<file path="config.mk">
export PLATFORM = sky130hd
export DESIGN_NAME = flash_count_decoder
export DESIGN_NICKNAME = d
export VERILOG_FILES = /design/src/rtl/flash_count_decoder_pkg.sv /design/src/rtl/flash_count_decoder_input_debounce.sv /design/src/rtl/flash_count_decoder.sv
export SDC_FILE = /design/constraint.sdc
export NUM_CORES = 1
export LEC_CHECK = 0
export CORE_MARGIN = 1
export CORE_UTILIZATION = 42
export DETAILED_ROUTE_END_ITERATION = 16
export DONT_BUFFER_PORTS = 1
export PLACE_DENSITY = 0.65
export SLEW_MARGIN = 20
export SYNTH_ARGS = -nofsm -noshare
export SYNTH_HDL_FRONTEND = slang
export SYNTH_SLANG_ARGS = --single-unit
export TNS_END_PERCENT = 30
</file>
<file path="constraint.sdc">
create_clock -name clk -period 4.9 [get_ports clk]
set_input_delay 0.735 -clock clk [delete_from_list [all_inputs] [get_ports clk]]
set_output_delay 0.735 -clock clk [all_outputs]
set_load 0.05 [all_outputs]
</file>
<file path="src/rtl/flash_count_decoder_pkg.sv">
// Shared types and helpers for the flash-count decoder.
//   fcd_state_e : decoder FSM states
//   CNT_W       : decoded count width, matches the LED flasher's flash count
//   sat_inc()   : saturating increment of a count value
package flash_count_decoder_pkg;

    localparam int unsigned CNT_W = 4;
    localparam logic [CNT_W-1:0] CNT_MAX = '1;

    typedef enum logic [2:0] {
        StIdle,
        StOn,
        StGap,
        StEmit,
        StHold
    } fcd_state_e;

    function automatic logic [CNT_W-1:0] sat_inc(input logic [CNT_W-1:0] v);
        return (v == CNT_MAX) ? v : v + 1'b1;
    endfunction

endpackage

</file>
<file path="src/rtl/flash_count_decoder_input_debounce.sv">
// Input conditioning for a raw asynchronous pin: polarity fix, 2-FF synchronizer and
// debounce, producing single-cycle strobes on each accepted level change.
//   clk, rst : clock, asynchronous active-high reset (debounced level resets inactive)
//   pin_in   : raw asynchronous input
//   rise     : 1-cycle strobe, debounced level goes active
//   fall     : 1-cycle strobe, debounced level goes inactive
module input_debounce #(
    parameter int unsigned DB_W        = 16,
    parameter bit          ACTIVE_HIGH = 1'b1
) (
    input  logic clk,
    input  logic rst,
    input  logic pin_in,
    output logic rise,
    output logic fall
);

    logic            pol;
    logic            sync1_q;
    logic            sync2_q;
    logic            level_q;
    logic [DB_W:0]   db_cnt_q;
    logic [DB_W:0]   db_cnt_d;
    logic            flip;

    assign pol = ACTIVE_HIGH ? pin_in : ~pin_in;

    // The level flips on the cycle the disagreement count reaches 2^DB_W, so the
    // synchronized input must disagree for 2^DB_W consecutive cycles.
    always_comb begin
        db_cnt_d = db_cnt_q;
        flip     = 1'b0;
        if (sync2_q == level_q) begin
            db_cnt_d = '0;
        end else begin
            db_cnt_d = db_cnt_q + 1'b1;
            if (db_cnt_d[DB_W]) begin
                flip     = 1'b1;
                db_cnt_d = '0;
            end
        end
    end

    always_ff @(posedge clk or posedge rst) begin
        if (rst) begin
            sync1_q  <= 1'b0;
            sync2_q  <= 1'b0;
            level_q  <= 1'b0;
            db_cnt_q <= '0;
        end else begin
            sync1_q  <= pol;
            sync2_q  <= sync1_q;
            db_cnt_q <= db_cnt_d;
            if (flip) begin
                level_q <= ~level_q;
            end
        end
    end

    assign rise = flip & ~level_q;
    assign fall = flip & level_q;

endmodule

</file>
<file path="src/rtl/flash_count_decoder.sv">
// Decodes a train of pulses on a button/opto input into a 4-bit count, reported once
// after an idle gap of 2^DW cycles. A press longer than 2^DW cycles aborts the sequence.
//   clk, rst  : clock, asynchronous active-high reset
//   pin_in    : raw asynchronous input
//   cnt_out   : decoded count, held until the next report
//   cnt_valid : 1-cycle strobe, new count on cnt_out
//   cnt_ovf   : more than 15 pulses seen (cnt_out saturated at 15)
//   abort     : 1-cycle strobe, sequence discarded by a long press
//   busy      : sequence in progress
module flash_count_decoder
    import flash_count_decoder_pkg::*;
#(
    parameter int unsigned DW          = 21,
    parameter int unsigned DB_W        = 16,
    parameter bit          ACTIVE_HIGH = 1'b1
) (
    input  logic             clk,
    input  logic             rst,
    input  logic             pin_in,
    output logic [CNT_W-1:0] cnt_out,
    output logic             cnt_valid,
    output logic             cnt_ovf,
    output logic             abort,
    output logic             busy
);

    logic             rise;
    logic             fall;
    logic [DW:0]      timer_q;
    logic             tick;
    fcd_state_e       state_q;
    fcd_state_e       state_d;
    logic [CNT_W-1:0] cnt_q;
    logic [CNT_W-1:0] cnt_d;
    logic             ovf_q;
    logic             ovf_d;
    logic             emit;
    logic             long_press;
    logic [CNT_W-1:0] cnt_out_q;
    logic             ovf_out_q;
    logic             valid_q;
    logic             abort_q;

    input_debounce #(
        .DB_W        (DB_W),
        .ACTIVE_HIGH (ACTIVE_HIGH)
    ) u_debounce (
        .clk    (clk),
        .rst    (rst),
        .pin_in (pin_in),
        .rise   (rise),
        .fall   (fall)
    );

    assign tick = timer_q[DW];

    always_ff @(posedge clk or posedge rst) begin
        if (rst) begin
            timer_q <= '0;
        end else if (rise || fall || tick) begin
            timer_q <= '0;
        end else begin
            timer_q <= timer_q + 1'b1;
        end
    end

    always_comb begin
        state_d    = state_q;
        cnt_d      = cnt_q;
        ovf_d      = ovf_q;
        emit       = 1'b0;
        long_press = 1'b0;
        unique case (state_q)
            StIdle: begin
                if (rise) begin
                    state_d = StOn;
                    cnt_d   = CNT_W'(1);
                    ovf_d   = 1'b0;
                end
            end
            StOn: begin
                // A release on the tick cycle still counts as a normal pulse.
                if (fall) begin
                    state_d = StGap;
                end else if (tick) begin
                    state_d    = StHold;
                    long_press = 1'b1;
                    cnt_d      = '0;
                    ovf_d      = 1'b0;
                end
            end
            StGap: begin
                // A new pulse landing on the tick cycle extends the sequence.
                if (rise) begin
                    state_d = StOn;
                    cnt_d   = sat_inc(cnt_q);
                    if (cnt_q == CNT_MAX) begin
                        ovf_d = 1'b1;
                    end
                end else if (tick) begin
                    state_d = StEmit;
                    emit    = 1'b1;
                end
            end
            StEmit: begin
                state_d = StIdle;
                cnt_d   = '0;
                ovf_d   = 1'b0;
            end
            StHold: begin
                if (fall) begin
                    state_d = StIdle;
                end
            end
            default: begin
                state_d = StIdle;
            end
        endcase
    end

    // Report registers load on the transition into EMIT so the count is presented
    // together with the strobe during the EMIT cycle.
    always_ff @(posedge clk or posedge rst) begin
        if (rst) begin
            state_q   <= StIdle;
            cnt_q     <= '0;
            ovf_q     <= 1'b0;
            cnt_out_q <= '0;
            ovf_out_q <= 1'b0;
            valid_q   <= 1'b0;
            abort_q   <= 1'b0;
        end else begin
            state_q <= state_d;
            cnt_q   <= cnt_d;
            ovf_q   <= ovf_d;
            valid_q <= emit;
            abort_q <= long_press;
            if (emit) begin
                cnt_out_q <= cnt_q;
                ovf_out_q <= ovf_q;
            end
        end
    end

    assign cnt_out   = cnt_out_q;
    assign cnt_ovf   = ovf_out_q;
    assign cnt_valid = valid_q;
    assign abort     = abort_q;
    assign busy      = (state_q != StIdle);

endmodule

</file>
=== Yosys cells after proc, flatten, opt, wreduce, memory -nomap -nowiden ===
Index checks and enable logic that the tools add are counted.

* $add $sub $neg: 3
* Muxes and demuxes: 29
* Bitwise logic cells: 3
* Equality and inequality tests: 15
* Reductions and logical operators: 8

{| class="wikitable"
|+ Operators with widths
! kind !! count
|-
| 22-bit by 1-bit adder with 22-bit output, second input constant || 1
|-
| 22-bit 2-to-1 mux || 1
|-
| 4-bit 2-to-1 mux || 5
|-
| 3-bit 2-to-1 mux || 6
|-
| 17-bit by 1-bit adder with 17-bit output, second input constant || 1
|-
| 17-bit 2-to-1 mux || 1
|-
| 16-bit 2-to-1 mux || 1
|-
| 4-bit one-hot mux with 4 select lines || 1
|-
| 2-bit != test, second input constant || 7
|-
| 1-bit 2-to-1 mux || 12
|-
| 3-bit one-hot mux with 4 select lines || 1
|-
| 6-bit AND reduction || 2
|-
| 3-bit by 2-bit equality test with 1-bit output, second input constant || 2
|-
| 3-bit != test, second input constant || 2
|-
| 4-bit by 1-bit adder with 4-bit output, second input constant || 1
|-
| 4-bit equality test, second input constant || 1
|-
| 1-bit one-hot mux with 4 select lines || 1
|-
| 4-bit AND reduction || 1
|-
| 4-bit nonzero test || 1
|-
| 3-bit by 1-bit equality test with 1-bit output, second input constant || 1
|-
| 3-bit equality test, second input constant || 1
|-
| 3-bit zero test || 1
|-
| 3-bit nonzero test || 1
|-
| 1-bit bitwise AND || 2
|-
| other kinds (3) || 4
|}

* Register bits: 57

=== Depth between registers and ports, before layout ===
* Depth after elaboration: 7
* Depth in mapped cells: 7

=== Cells and area by module ===
From an unflattened synthesis, not the netlist that was laid out.

* Cells, all modules: 266
* Area total of the unflattened synthesis: 2692.6 um^2

{| class="wikitable"
|+ Modules (own cells, without submodules)
! module !! area each (um^2) !! cells an instance !! instances
|-
| flash_count_decoder || 1791.7 || 182 || 1
|-
| input_debounce || 900.9 || 84 || 1
|}

=== Worst setup path before layout ===
Ideal clock, no wire load.

* Path kind: register to register
* Start: register u_debounce.db_cnt_q[0]
* End: register cnt_out_q[0] (netlist: cnt_out[0])
* Arrival: 1812 ps
* Slack: 2963 ps
* Clock period less this slack: 1937 ps
* Setup time: 125 ps
* Required time: 4775 ps
* Buffers on the path: 0
* Stages on the path, launching flop included: 7
* Cells stage by stage: dfrtp_1 -> ha_1 -> nand3_1 -> nor4_4 -> nand2_1 -> nand3_1 -> mux2_2

* Cells in the longest elaborated chain, start to end: 6

{| class="wikitable"
|+ RTL lines
! item !! RTL line !! text
|-
| start, declared || flash_count_decoder_input_debounce.sv:22 || <nowiki>logic [DB_W:0] db_cnt_q;</nowiki>
|-
| start signal, assigned || flash_count_decoder_input_debounce.sv:53 || <nowiki>db_cnt_q <= db_cnt_d;</nowiki>
|-
| 17-bit by 1-bit adder with 17-bit output || flash_count_decoder_input_debounce.sv:36 || <nowiki>db_cnt_d = db_cnt_q + 1'b1;</nowiki>
|-
| 1-bit 2-to-1 mux || flash_count_decoder_input_debounce.sv:37 || <nowiki>if (db_cnt_d[DB_W]) begin</nowiki>
|-
| 1-bit 2-to-1 mux || flash_count_decoder_input_debounce.sv:33 || <nowiki>if (sync2_q == level_q) begin</nowiki>
|-
| 1-bit bitwise AND || flash_count_decoder_input_debounce.sv:60 || <nowiki>assign rise = flip & ~level_q;</nowiki>
|-
| 1-bit 2-to-1 mux || flash_count_decoder.sv:94 || <nowiki>if (rise) begin</nowiki>
|-
| 1-bit 2-to-1 mux || flash_count_decoder.sv:73 || <nowiki>unique case (state_q)</nowiki>
|-
| end signal, assigned || flash_count_decoder.sv:139 || <nowiki>cnt_out_q <= cnt_q;</nowiki>
|-
| end, declared || flash_count_decoder.sv:39 || <nowiki>logic [CNT_W-1:0] cnt_out_q;</nowiki>
|}

No other way between the ends.
A chain may end at the register's enable or synchronous reset.

=== Worst setup path in the final report ===
* Start: register u_debounce.db_cnt_q[0]
* End: register cnt_q[0]

* Cells in the longest elaborated chain, start to end: 6
* Elaborated cells on any way between the ends: 9

{| class="wikitable"
|+ RTL lines
! item !! RTL line !! text
|-
| 17-bit by 1-bit adder with 17-bit output * || flash_count_decoder_input_debounce.sv:36 ||
|-
| 1-bit 2-to-1 mux * || flash_count_decoder_input_debounce.sv:37 ||
|-
| 1-bit 2-to-1 mux * || flash_count_decoder_input_debounce.sv:33 ||
|-
| 1-bit bitwise AND (on tied branches) || flash_count_decoder_input_debounce.sv:61, flash_count_decoder_input_debounce.sv:60 ||
|-
| 2-bit != test (no source line) || n/a ||
|-
| 6-bit AND reduction (no source line) * || n/a ||
|-
| end signal, assigned || flash_count_decoder.sv:134 || <nowiki>cnt_q <= cnt_d;</nowiki>
|-
| end, declared || flash_count_decoder.sv:33 || <nowiki>logic [CNT_W-1:0] cnt_q;</nowiki>
|}

Mark *: on every way between the ends. The rest lies on a longest branch, timed or not.

==> summary.md <==
| Metric | Value |
|---|---|
| Status | finished, final reports clean |
| Synth Area per Inst | around 10 µm² |
| Synth area leaders | dfrtp_1, nor2_1, xnor2_1 |
| Boundary Pins | 11 |
| CP required | 5110 ps |
| Crit Path Category | reg2reg |
| Hold WC Path Type | reg2reg |
| Clk pwr share | 0.330 |
| Postcts setup bufs | 0 |
| Pwr/cell area | 259.9 nW/µm² |
| Grt total ovfl | 0 |
| Power Total | roughly 720 µW |
| Largest net degree at the start of global routing | 57 |
| Yosys reg bits | 56 |
| Max-slew violations | 0 |
| FMAX | around 0.46 GHz |
| Clock transition at path regs | 90 ps |
| Part of the power in registers | 0.647 |
| I/O Buffers | 0 |
| Pre-Repair DR Iteration Count | 4 |
| Psw | approximately 160 µW |
| Vias | 1721 |
| Vias in the first global route | between 1500 and 2000 |
| Fillcell total | 563 |
| Die X | 81.23 µm |
| Syn_nets | 262 |
| Synth unique cells | 36 |
| Pint | 565.7 µW |
| Slew headroom | 0.5452 |
| Dpl hpwl | 2.769 mm |
| Total Routing Usage GR | 0.1489 |
| H-tree Lvls | 2 |
| N_diodes | 0 |
| Wire length per cell | ~13 µm |
| Clock Path Buffers | 2 |
| Row count | 28 |
| GP Congestion | 0.7580 |
| Post-synth top area share | 0.5316 |
| Critical path launch point type | flip-flop |
| Crit-path max FO | 8 |
| Switching Fraction | 0.2168 |
| Synth warn | 0 |
| Initial drt markers | 117 |
| Yosys top cell by area | dfrtp_1 |
| Final critical-path share of the clock period | 0.4481 |
| Slack of the critical path | 2704 ps |
| Routed wire length | roughly 4.3 mm |
| Minimum clock period | between 2000 and 2500 ps |
| Max cap viols | 0 |
| CTS sink cnt | 56 |
| Initial antenna violation count | 0 |
| Arr. time, crit path | around 2400 ps |
| Place WS | roughly 2700 ps |
| # hold bufs at CTS | 0 |
| Initial core utilization | 0.4401 |
| CTS Root Cell | clkbuf_8 |
| Comb pwr share | 0.024 |
| Residual DRC | 0 |
| Post-route setup TNS | 0 ps |
| P_leak | 1.243 nW |
| Share of layout cells above drive strength 1 | 0.07813 |
| TritonCTS clock tree | built |
| Post-Syn Area | 2636 µm² |
| Maximum resistive drop on vdd | approximately 0.00020 V |
| Worst-Margin Slew | 682.2 ps |
| Sequential area share after synthesis | 0.5316 |
| Core outline area | 5991 µm² |
| Setup Skew | 6.724 ps |
| Clk_lat worst skew | 300 ps |
| Final Hold Violating Endpoints | 0 |
| Critical Path End Type | flip-flop |
| Final setup violation count | 0 |
| Die ar. | 6598 µm² |
| Core Util, Final | 0.4639 |
| CTS resizes | 0 |
| First-pass GRT wire length | 7.555 mm |
| RSZ-0062 raised after global routing | false |
| Routed vias/inst | 5.199 |
| Fin nets | about 260 |
| Cells after Synth | around 260 |
| ANT nets after route | 0 |
| Total CTS buffers | 5 |
| Area Growth Syn to Fin | 5.411% |
| Die Ht | just over 80 µm |
## power groups by stage
stage	combinational (mW)	clock, mW	sequential (mW)
after floorplan	0.0138	0	0.476
after global placement	0.0181	0	0.476
after detailed placement	0.0181	0	0.476
after CTS	0.0181	0.251	0.467
after global routing	0.0207	0.267	0.468
final	0.0170	0.238	0.467
## through the flow
stage	area (µm²)	std cells	hold WS [ps]
after detailed placement	2701	324	373.2
final	2779	331	397.7
after global placement	2701	324	373.9
after CTS	2779	331	396.3
after global routing	2779	331	405.3
after floorplan	2636	256	331.2
## cell usage after synthesis
cell / instances
mux2i_1: 2
or3b_2: 1
clkbuf_1: 3
o21ai_0: 6
nor2b_1: 4
or2_2: 1
nand4_1: 8
o31ai_1: 4
nor4_4: 1
nand3_1: 14
nand3b_1: 1
and3_1: 2
and3b_2: 1
or3_1: 5
ha_1: 3
nor3_1: 10
and4_1: 4
dfrtp_1: 56
mux2_2: 6
o21bai_1: 2
nor2_1: 44
o41ai_1: 2
nor3b_1: 3
buf_2: 5
a21o_2: 1
inv_1: 6
xor2_1: 13
a21oi_1: 7
o32a_1: 1
a2bb2oi_1: 1
nand2b_1: 2
and2_1: 2
a22oi_1: 2
nand4_4: 1
nand2_1: 15
xnor2_1: 17
## critical path: stages (launching register included)
cell,delay [ps]
dfrtp_1,390
ha_1,190
nand3_1,190
nor4_4,500
mux2i_1,550
o21ai_0,180
o31ai_1,100
## logic make-up after synthesis
logic type,after synthesis,share of synthesized area
and+or+nand+nor,119,0.2345
adders and majority gates,3,0.01424
buffers and inverters,14,0.02230
DFF,56,0.5316
xor gates and xnor gates,30,0.09967
muxes,8,0.03322
AOI/OAI and AO/OA,26,0.06455
## sequential cells by signal (all words and copies together) (netlist names)
| register | cells |
|---|---|
| u_debounce.sync1_q | 1 |
| cnt_q | 4 |
| cnt_ovf | 1 |
| u_debounce.sync2_q | 1 |
| u_debounce.db_cnt_q | 16 |
| abort | 1 |
| state_q | 3 |
| timer_q | 22 |
| ovf_q | 1 |
| cnt_valid | 1 |
| cnt_out | 4 |
| u_debounce.level_q | 1 |
## final timing paths
kind / startpoint / endpoint / slack, ps / cells after the start
min in group asynchronous: rst / u_debounce.db_cnt_q[8] / 500 / 2
max reg2reg: u_debounce.db_cnt_q[0] / cnt_q[0] / 2700 / 6
min: u_debounce.sync1_q / u_debounce.sync2_q / 400 / 0
max: u_debounce.db_cnt_q[0] / cnt_q[0] / 2700 / 6
max in group asynchronous: rst / cnt_out[2] / 3950 / 2
min reg2reg: u_debounce.sync1_q / u_debounce.sync2_q / 400 / 0
## area by class of cell
type                       instances  area, µm²  share of cell area
tap                               75      93.84             0.03377
timing repair buffer               1      7.507            0.002701
multi-input combinational        186       1176              0.4232
inverter                           6      22.52            0.008104
clock buffer                       6      72.57             0.02611
sequential                        56       1401              0.5043
clock inverter                     1      5.005            0.001801
## routing by layer
layer / track usage / up-vias / share of wire
li1: - / 876 / -
met2: 0.2252 / 12 / 0.44
met5: 0 / - / 0
met3: 0.04382 / 4 / 0.021
met1: 0.2083 / 829 / 0.53
met4: 0.03750 / 0 / 0.0080
## cell usage in the layout (no fill, tap or decap), drive strengths merged
cell type  count
a2bb2oi        1
and4           4
nand4          9
and2           2
mux2i          2
nor2          44
xnor2         17
mux2           6
nand3         14
o21ai          6
inv            6
and3b          1
o31ai          4
nand2b         2
and3           2
o41ai          2
dfrtp         56
o21bai         2
or2            1
xor2          13
a21oi          7
or3            5
a22oi          2
nor3          10
nand3b         1
nor2b          4
nand2         15
or3b           1
ha             3
a21o           1
o32a           1
clkinv         1
nor4           1
buf            1
nor3b          3
clkbuf         6
(Power assumes the default switching activity.)
